===== src/rtl/alu_seq_ctrl.sv =====
// rtl/alu_seq_ctrl.sv - sequencing controller for the 8-bit combinational ALU
// Registers operands onto the ALU, waits SETTLE_CYCLES, captures result/flags, returns them.
module alu_seq_ctrl #(
   parameter int SETTLE_CYCLES = 1,
   parameter int CNT_W         = 16
) (
   input  logic             clk,
   input  logic             rst_n,
   input  logic             cmd_valid,
   output logic             cmd_ready,
   input  logic [3:0]       cmd_op,
   input  logic [7:0]       cmd_a,
   input  logic [7:0]       cmd_b,
   input  logic             cmd_use_acc,
   output logic [7:0]       alu_a,
   output logic [7:0]       alu_b,
   output logic [3:0]       alu_sel,
   input  logic [7:0]       alu_result,
   input  logic             alu_carry,
   input  logic             alu_zero,
   output logic             rsp_valid,
   input  logic             rsp_ready,
   output logic [7:0]       rsp_data,
   output logic             rsp_carry,
   output logic             rsp_zero,
   output logic             rsp_err,
   output logic [7:0]       acc_out,
   output logic             busy,
   output logic [CNT_W-1:0] op_count
);

   typedef enum logic [1:0] {IDLE, EXEC, RESP} state_t;

   state_t     state, state_nxt;
   logic [3:0] settle;
   logic [7:0] acc;
   logic       accept;
   logic       op_legal;

   assign cmd_ready = (state == IDLE);
   assign rsp_valid = (state == RESP);
   assign busy      = (state != IDLE);
   assign acc_out   = acc;
   assign accept    = cmd_valid && cmd_ready;
   assign op_legal  = (cmd_op <= 4'd8);

   always_ff @(posedge clk or negedge rst_n) begin
      if (!rst_n) state <= IDLE;
      else        state <= state_nxt;
   end

   always_comb begin
      state_nxt = state;
      case (state)
         IDLE:    if (accept) state_nxt = op_legal ? EXEC : RESP;
         EXEC:    if (settle == 4'd0) state_nxt = RESP;
         RESP:    if (rsp_ready) state_nxt = IDLE;
         default: state_nxt = IDLE;
      endcase
   end

   always_ff @(posedge clk or negedge rst_n) begin
      if (!rst_n) begin
         alu_a     <= 8'h00;
         alu_b     <= 8'h00;
         alu_sel   <= 4'h0;
         settle    <= 4'h0;
         acc       <= 8'h00;
         rsp_data  <= 8'h00;
         rsp_carry <= 1'b0;
         rsp_zero  <= 1'b0;
         rsp_err   <= 1'b0;
         op_count  <= '0;
      end else begin
         if (accept) begin
            alu_a   <= cmd_use_acc ? acc : cmd_a;
            alu_b   <= cmd_b;
            alu_sel <= cmd_op;
            settle  <= 4'(SETTLE_CYCLES - 1);
            // Illegal opcodes skip the ALU and answer with an error straight away.
            if (!op_legal) begin
               rsp_data  <= 8'h00;
               rsp_carry <= 1'b0;
               rsp_zero  <= 1'b0;
               rsp_err   <= 1'b1;
            end
         end
         if (state == EXEC) begin
            if (settle != 4'd0) begin
               settle <= settle - 4'd1;
            end else begin
               rsp_data  <= alu_result;
               rsp_carry <= alu_carry;
               rsp_zero  <= alu_zero;
               rsp_err   <= 1'b0;
               op_count  <= op_count + CNT_W'(1);
               if (alu_sel != 4'd8) acc <= alu_result;
            end
         end
      end
   end

endmodule


===== config.mk =====
export PLATFORM = sky130hd
export DESIGN_NAME = alu_seq_ctrl
export DESIGN_NICKNAME = d
export VERILOG_FILES = /design/src/rtl/alu_seq_ctrl.sv
export SDC_FILE = /design/constraint.sdc
export NUM_CORES = 1
export LEC_CHECK = 0
export CAP_MARGIN = 20
export CELL_PAD_IN_SITES_DETAIL_PLACEMENT = 1
export CELL_PAD_IN_SITES_GLOBAL_PLACEMENT = 2
export CORE_MARGIN = 5
export CORE_UTILIZATION = 30
export CTS_BUF_LIST = sky130_fd_sc_hd__clkbuf_8
export DETAILED_ROUTE_END_ITERATION = 10
export PLACE_DENSITY = 0.88
export SYNTH_ARGS = -nofsm -noshare
export SYNTH_HDL_FRONTEND = slang
export SYNTH_SLANG_ARGS = --single-unit

===== constraint.sdc =====
create_clock -name clk -period 3.59 [get_ports clk]
set_input_delay 1.077 -clock clk [delete_from_list [all_inputs] [get_ports clk]]
set_output_delay 1.077 -clock clk [all_outputs]
set_load 0.01 [all_outputs]

==> run summary, run 1 <==
worst-path cell chain = nor2_1 -> inv_2 -> clkdlybuf4s50_1
core area = 8300 um2
#FFs+latches synth = 61
Ports = 93
initial antenna violation count = 0
GR Overflow Total = 0
hold_buf cts = 0
outcome = finished, final reports clean
Post-DRT Antenna Nets = 0
# DRC = 0
Final nets = 340
worst r2r dst = rsp_data[1]$_DFF_PN0_
worst-path fanout max = 10
WL final = 6750 um
sequential fraction of the synthesis area = 59.0%
Setup Total Neg Slack = 0 ps
peak supply drop = 0.419 mV
final setup vio count = 0
root buf cell = clkbuf_8
Worst path depth = 3
fin cells = 412
R2R setup slack = 1320 ps
post-route cell area = 3820 um2
Fmax achieved = 0.364 GHz
Routed WL per cell = 16.4 um
first-pass GRT wire length = 11000 um
met1 usage = 16.7%
RSZ-0062 raised after global routing = false
TritonCTS Sinks = 61
CTS tree = yes
R2R cell count = 7
Critical path buffers and inverters = 2
Die ar. = 10600 um2
Clock Tree Buf Depth = 2
synthesized cell area = 2590 um2
commonest cells in the netlist = dfrtp_1 (61), mux2_2 (20), xnor2_1 (14)
CTS buffer count = 9
Worst Max-Slew Pin Slew = 667 ps
Post-CTS Resized = 0
Startpoint Class = flop
cell family with most CP delay = buffers and inverters
Period minus WS final = 2750 ps
Leak = 1.61 nW
largest net degree at the start of global routing = 61
hold_ws = 491 ps
Die Ht = 103 um
Slew HR = 55.4%
syn nets = 244
share of cells above drive strength 1 = 14.0%
IO Port Bufs = 92
worst clock skew = 10.2 ps
Initial Util = 31.2%
Antenna diodes = 0
Slowest cell on crit path = clkdlybuf4s50_1
count leader, synth = dfrtp_1
gpl congestion = 0.723
Post-DP HPWL = 5070 um
crit path capture type = output pin
CP peak stage delay = 550 ps
post-synthesis async set-or-reset flop share = 100%
fill count = 883
DRT iter0 DRCs = 24
Setup CP Type = flop to output pin
predominant post-synthesis flop cell = dfrtp_1
crit path DAT = 1670 ps
critical path startpoint = state[1]$_DFFE_PN0P_
Hold Path Stages = 1
met2 Use GR = 21.2%
total chip power = 3.09 mW
Row Count = 33
Fin. Hold Viols = 0
Clock transition at path regs = 70 ps
Synth area leaders = dfrtp_1 (59%), mux2_2 (8.7%), xnor2_1 (4.7%), a22o_1 (4.1%), mux2i_1 (3.1%)
met3 Use GR = 6.22%
crit path to = busy
Post-CTS Repair Setup Buffers = 0
synthesized area per cell = 12.5 um2
Die W = 103 um
Max-Cap Viols = 0
Synth top area share = 59.0%
Tot GR Track Use = 13.7%
cell count after synthesis = 207
Ys Warns = 0
final slew viol count = 0
GR peak layer = met2
Placed Cells = 397
worst skew pair latency = 340 ps
Final period util = 76.5%
CP required = 2510 ps
Yosys cell types = 35
synthesis-to-finish area growth = 47.8%
worst hold path class = flop to flop
reg-to-reg critical path startpoint = settle[0]$_DFF_PN0_
count of flip-flops with a built-in enable after synthesis = 0
placed cell area = 3620 um2
Pre-antenna DRT Iters = 4
DR vias = 1956
Power Density = 807 nW/um2
H-tree levels = 3
vias in the first global route = 2176
Synth area leader = dfrtp_1
drt via density = 4.75
==> cells in the final DEF, fill, tap and decap left out <==
cell,n
nor2_1,13
nor3_1,3
mux2_2,20
nand4_1,5
ha_1,2
dfrtp_1,61
and4_1,1
nand2b_1,2
o21ai_0,5
clkinv_4,1
nand3_1,7
buf_2,1
nand3b_1,1
buf_12,1
xor2_1,1
o31ai_1,1
clkdlybuf4s50_1,91
xnor2_1,14
nor4bb_1,1
nor3b_1,1
nor2_4,2
mux2_1,1
clkinv_2,1
a21oi_1,10
inv_1,5
clkbuf_8,12
or3b_1,1
and2_1,1
buf_4,1
a22o_1,12
o21bai_1,1
nand2_1,10
bufinv_16,1
nor4b_1,1
nor3_4,2
mux2i_1,8
or3_1,3
inv_2,1
nor2b_1,2
==> report_power, final <==
| group | switching [mW] | internal (mW) | leakage (nW) |
|---|---|---|---|
| Combinational | 0.562 | 0.745 | 0.736 |
| Sequential | 0.204 | 0.940 | 0.765 |
| Clock | 0.262 | 0.373 | 0.108 |
==> layout make-up <==
class	count	area [um2]	area share, %
sequential	61	1530	39.9
multi-input combinational	131	992	25.9
timing repair buffer	94	943	24.7
clock buffer	12	165	4.32
tap	105	131	3.43
clock inverter	3	43.8	1.14
inverter	6	22.5	0.589
==> worst register-to-register path: cells and delay by family (launching register included) <==
family	cells	cell delay (ps)
buffers and inverters	2	290
adder cells (fa/ha/maj)	1	190
flip-flops	1	410
AND/OR/NAND/NOR	3	1080
AO/OA/AOI/OAI	1	200
==> cell families (layout without fill, tap and decap cells) <==
group,after synthesis,after routing,synth area share (%)
AOI/OAI and AO/OA,29,29,7.54
adders and majority gates,2,2,0.967
DFF,61,61,59.0
and+or+nand+nor,56,56,12.5
xor gates and xnor gates,15,15,5.08
buffers and inverters,15,115,2.66
muxes,29,29,12.2
==> registers in the layout (all words and copies together), names as in the netlist <==
register   cells
acc_out        8
alu_a          8
alu_b          8
alu_sel        4
op_count      16
rsp_carry      1
rsp_data       8
rsp_err        1
rsp_zero       1
settle         4
state          2
==> worst min path at each step <==
stage                                   startpoint                        to  slack, ps
final                     op_count[15]$_DFFE_PN0P_  op_count[15]$_DFFE_PN0P_        490
after global placement    op_count[15]$_DFFE_PN0P_  op_count[15]$_DFFE_PN0P_        460
after detailed placement        rsp_zero$_DFF_PN0_        rsp_zero$_DFF_PN0_        490
after global routing                         rst_n   op_count[9]$_DFFE_PN0P_        500
after floorplan                settle[1]$_DFF_PN0_       settle[1]$_DFF_PN0_        490
after CTS                                    rst_n   op_count[9]$_DFFE_PN0P_        500
==> metal layers <==
metal | routed length [um] | vias to the layer above
li1 | - | 919
met1 | 2860 | 955
met2 | 3150 | 71
met3 | 633 | 11
met4 | 116 | 0
met5 | 0 | -
==> through the flow <==
step           utilization [%]  worst slack [ps]
6_report                  46.1               842
5_1_grt                   46.1               761
4_1_cts                   46.1               816
3_5_place_dp              43.6               826
3_3_place_gp              43.6               875
2_1_floorplan                -              1560
No activity file was read; power rests on OpenSTA's default activity.
==> inputs of run 2 (changes only) <==
CORE_UTILIZATION = 29   (was 30)
PLACE_DENSITY = 0.86   (was 0.88)
clock period = 2.61 ns   (was 3.59 ns; I/O delays follow)
==> run 2 against run 1 <==
Wire length is 2.1% higher. Via count hardly changed. Sequential power is 39% higher. Critical path type unchanged. Critical endpoint is now rsp_valid. Largest power group unchanged.
==> run summary, run 2 (synthesis results as in run 1) <==
CTS tree = yes
root buf cell = clkbuf_8
clock network power share = 17.9%
Post-CTS Resized = 0
Antenna diodes = 0
final setup vio count = 0
Max-Cap Viols = 0
synthesis-to-finish area growth = 47.2%
Post-DRT Antenna Nets = 0
Ports = 93
Slew HR = 54.2%
Final period util = 93.5%
largest net degree at the start of global routing = 24
CP required = 1830 ps
Flop pwr share = 37.9%
GR Overflow Total = 0
TritonCTS Sinks = 61
initial antenna violation count = 0
Leak = 1.60 nW
Clock transition at path regs = 60 ps
core area = 8720 um2
R2R cell count = 5
worst hold path class = input pin to asynchronous set/reset pin
critical path startpoint = state[0]$_DFFE_PN0P_
Placed Cells = 404
final worst slack = 170 ps
cell family with most CP delay = buffers and inverters
outcome = finished, final reports clean
Switch Pwr = 1.41 mW
share of cells above drive strength 1 = 14.6%
Final nets = 344
DRT iter0 DRCs = 34
Slowest cell on crit path = clkdlybuf4s50_1
Power Density = 1090 nW/um2
first-pass GRT wire length = 11600 um
gpl congestion = 0.687
RSZ-0062 raised after global routing = false
Die W = 104 um
R2R setup slack = 550 ps
fill count = 938
Routed WL per cell = 16.5 um
commonest non-fill, non-tap cell in the layout = clkdlybuf4s50_1
Worst Max-Slew Pin Slew = 677 ps
final slew viol count = 0
Post-CTS Repair Setup Buffers = 0
worst-path fanout max = 10
Internal = 2.76 mW
IO Port Bufs = 92
drt via density = 4.69
Setup Total Neg Slack = 0 ps
Die Ht = 104 um
number of flip-flops in the largest register = 16
Worst path depth = 3
worst skew pair latency = 330 ps
worst r2r dst = acc_out[4]$_DFFE_PN0P_
Pre-antenna DRT Iters = 4
peak supply drop = 0.448 mV
Die ar. = 10900 um2
Fin. Hold Viols = 0
crit path capture type = output pin
Setup CP Type = flop to output pin
H-tree levels = 3
Row Count = 34
Comb pwr share = 44.2%
post-layout util = 43.7%
Tot GR Track Use = 13.2%
vias in the first global route = 2218
fin cells = 417
WL final = 6890 um
Critical path buffers and inverters = 2
pre-CTS WS = 289 ps
Startpoint Class = flop
DR vias = 1955
# DRC = 0
switch share = 33.8%
CTS buffer count = 9
crit path to = rsp_valid
Post-DP HPWL = 5280 um
worst-path cell chain = nand2b_1 -> inv_1 -> clkdlybuf4s50_1
Largest Register = op_count
CP peak stage delay = 550 ps
Initial Util = 29.7%
reg-to-reg critical path startpoint = settle[0]$_DFF_PN0_
worst clock skew = 6.68 ps
crit path DAT = 1660 ps
Period minus WS final = 2440 ps
Clock Tree Buf Depth = 2
Fmax achieved = 0.410 GHz
most frequent cells in the layout = clkdlybuf4s50_1 (91), dfrtp_1 (61), mux2_2 (20)
hold_buf cts = 0
[run 2: changes by cell type in the layout (fill, tap and decap cells not counted)]
cell	change
clkinv_2	-1
buf_4	+5
clkinv_4	-1
buf_12	-1
bufinv_16	-1
clkinvlp_4	+1
[run 2: area by class of cell]
class,count,area (um2),area share (%)
Clock buffer,12,165,4.33
Clock inverter,1,7.51,0.197
Inverter,6,22.5,0.591
Multi-Input combinational cell,131,992,26.0
Sequential cell,61,1530,40.1
Tap cell,108,135,3.55
Timing Repair Buffer,98,961,25.2
[run 2: worst min path at each step]
stage	from	end	slack, ps	depth (start not counted)
after global routing	rst_n	op_count[8]$_DFFE_PN0P_	450	1
after CTS	rst_n	op_count[8]$_DFFE_PN0P_	420	1
final	rst_n	op_count[8]$_DFFE_PN0P_	420	1
after detailed placement	op_count[15]$_DFFE_PN0P_	op_count[15]$_DFFE_PN0P_	480	1
after global placement	op_count[15]$_DFFE_PN0P_	op_count[15]$_DFFE_PN0P_	460	1
after floorplan	rst_n	acc_out[0]$_DFFE_PN0P_	490	0
[run 2: per-layer routing]
metal  up-vias  global-route usage (%)  wire, um
met5         -                       0         0
met4         0                    4.16        78
met3         7                    6.46       616
met2        63                    20.0      3230
met1       963                    16.5      2970
li1        922                       -         -
[run 2: power groups by stage]
| stage | Sequential (mW) | Combinational [mW] | Clock, mW |
|---|---|---|---|
| 3_5_place_dp | 1.60 | 1.87 | 0 |
| 6_report | 1.58 | 1.84 | 0.745 |
| 2_1_floorplan | 1.66 | 0.806 | 0 |
| 3_3_place_gp | 1.58 | 1.82 | 0 |
| 4_1_cts | 1.59 | 1.88 | 0.775 |
| 5_1_grt | 1.64 | 2.00 | 0.829 |
[run 2: worst reg2reg max path, stage by stage (launching register included)]
cell	delay (ps)
dfrtp_1	400
inv_1	80
ha_1	190
or3b_1	420
nor3_4	460
mux2_2	400
[run 2: stage by stage]
step	power [mW]	hold WS [ps]	cell area, um2
2_1_floorplan	2.46	487	2590
3_3_place_gp	3.41	463	3640
3_5_place_dp	3.47	477	3640
4_1_cts	4.25	417	3810
5_1_grt	4.47	445	3810
6_report	4.16	424	3810
==> inputs of run 3 (changes only) <==
CAP_MARGIN = 25   (was 20)
CORE_UTILIZATION = 28   (was 29)
CTS_BUF_LIST = not set   (was sky130_fd_sc_hd__clkbuf_8)
HOLD_SLACK_MARGIN = 0.03   (was not set)
PLACE_DENSITY = 0.83   (was 0.86)
==> run 3 against run 2 <==
Clock skew up 5.1 ps. Cell count up 1.4%. Worst setup slack better by 14 ps. Wire length decreased by 1.5%. First-iteration DRC count up 35%. Sequential share of layout area shrank 0.47 points. Register-to-register slack got worse by 150 ps. Die area increased by 3.2%. Critical endpoint unchanged. Largest cell class unchanged.
==> run summary, run 3 (synthesis results as in run 1) <==
final slew viol count = 0
Switch Pwr = 1.44 mW
CP peak stage delay = 550 ps
Initial Util = 28.4%
H-tree levels = 3
Power Density = 1100 nW/um2
WL final = 6790 um
crit path capture type = output pin
Flop pwr share = 37.1%
Placed Cells = 407
Leak = 1.62 nW
Final period util = 93.0%
Ports = 93
Post-CTS Repair Setup Buffers = 0
Tot GR Track Use = 12.5%
peak supply drop = 0.438 mV
Post-CTS Resized = 0
clock network power share = 19.9%
Internal = 2.80 mW
drt via density = 4.69
first-pass GRT wire length = 11200 um
cell family with most CP delay = buffers and inverters
met3 Use GR = 5.28%
# DRC = 0
Die ar. = 11300 um2
root buf cell = clkbuf_8
share of cells above drive strength 1 = 15.1%
met2 Use GR = 19.5%
DR vias = 1984
Antenna diodes = 0
Pre-antenna DRT Iters = 4
outcome = finished, final reports clean
Final nets = 344
R2R cell count = 5
Clock Tree Buf Depth = 2
reg-to-reg critical path startpoint = settle[0]$_DFF_PN0_
vias in the first global route = 2192
TritonCTS Sinks = 61
Routed WL per cell = 16.0 um
DRT iter0 DRCs = 46
final setup vio count = 0
Slowest cell on crit path = clkdlybuf4s50_1
Startpoint Class = flop
Die Ht = 106 um
met1 usage = 15.8%
Die W = 106 um
hold_buf cts = 0
worst-path cell chain = nand2b_1 -> inv_1 -> clkdlybuf4s50_1
Worst Max-Slew Pin Slew = 581 ps
fin cells = 423
Post-DRT Antenna Nets = 0
R2R setup slack = 400 ps
Critical path buffers and inverters = 2
gpl congestion = 0.701
switch share = 34.0%
crit path DAT = 1640 ps
Clock transition at path regs = 70 ps
Fin. Hold Viols = 0
Post-DP HPWL = 5100 um
worst clock skew = 11.8 ps
worst r2r dst = acc_out[5]$_DFFE_PN0P_
number of flip-flops in the largest register = 16
CTS buffer count = 9
worst hold path class = input pin to asynchronous set/reset pin
Setup Total Neg Slack = 0 ps
initial antenna violation count = 0
CP required = 1830 ps
GR peak layer = met2
IO Port Bufs = 92
Max-Cap Viols = 0
Slew HR = 60.7%
core area = 9110 um2
worst-path fanout max = 10
synthesis-to-finish area growth = 49.0%
RSZ-0062 raised after global routing = false
Setup CP Type = flop to output pin
Comb pwr share = 43.0%
Row Count = 35
Largest Register = op_count
commonest non-fill, non-tap cell in the layout = clkdlybuf4s50_1
largest net degree at the start of global routing = 30
CTS tree = yes
GR Overflow Total = 0
Period minus WS final = 2430 ps
Fmax achieved = 0.412 GHz
worst skew pair latency = 330 ps
most frequent cells in the layout = clkdlybuf4s50_1 (91), dfrtp_1 (61), mux2_2 (20)
[run 3: power by group through the flow]
stage                     Sequential [mW]  Clock [mW]  Combinational, mW
after detailed placement             1.60           0               1.84
after CTS                            1.59       0.879               1.86
after floorplan                      1.66           0              0.806
after global routing                 1.64       0.926               1.98
final                                1.58       0.846               1.82
after global placement               1.59           0               1.81
[run 3: area by class of cell]
cell class	instances	area (um2)
repair buffers	98	973
inverters	6	22.5
clock inverters	5	60.1
well taps	111	139
clock buffers	11	141
fillers	1007	5250
multi-input cells	131	992
flip-flops and latches	61	1530
[run 3: metal layers]
metal | vias up | part of all wire, %
li1 | 930 | -
met1 | 990 | 45
met2 | 58 | 47
met3 | 6 | 7.6
met4 | 0 | 0.56
met5 | - | 0
[run 3: per-stage QoR]
step	setup slack, ps	hold WS [ps]	cell area, um2	power (mW)	utilization [%]
floorplan	689	487	2590	2.46	-
global placement	263	461	3650	3.40	40.1
detailed placement	227	488	3650	3.44	40.1
CTS	162	365	3850	4.33	42.3
global route	72.8	373	3850	4.55	42.3
finish	184	362	3850	4.25	42.3
[run 3: worst register-to-register path, cell delays in order (launching register included)]
cell and delay [ps]:
dfrtp_1 410, inv_1 80, ha_1 190, or3b_1 540
nor3_4 490, mux2_2 390
[run 3: how the worst max path moves through the flow]
stage                                     from                endpoint  slack (ps)  cells after the start
after CTS                 state[0]$_DFFE_PN0P_               rsp_valid         160                      3
final                     state[0]$_DFFE_PN0P_               rsp_valid         180                      3
after floorplan            settle[0]$_DFF_PN0_  acc_out[0]$_DFFE_PN0P_         690                      6
after detailed placement             cmd_valid   rsp_data[6]$_DFF_PN0_         230                      6
after global placement               cmd_valid   rsp_data[3]$_DFF_PN0_         260                      6
after global routing      state[0]$_DFFE_PN0P_               rsp_valid          70                      3
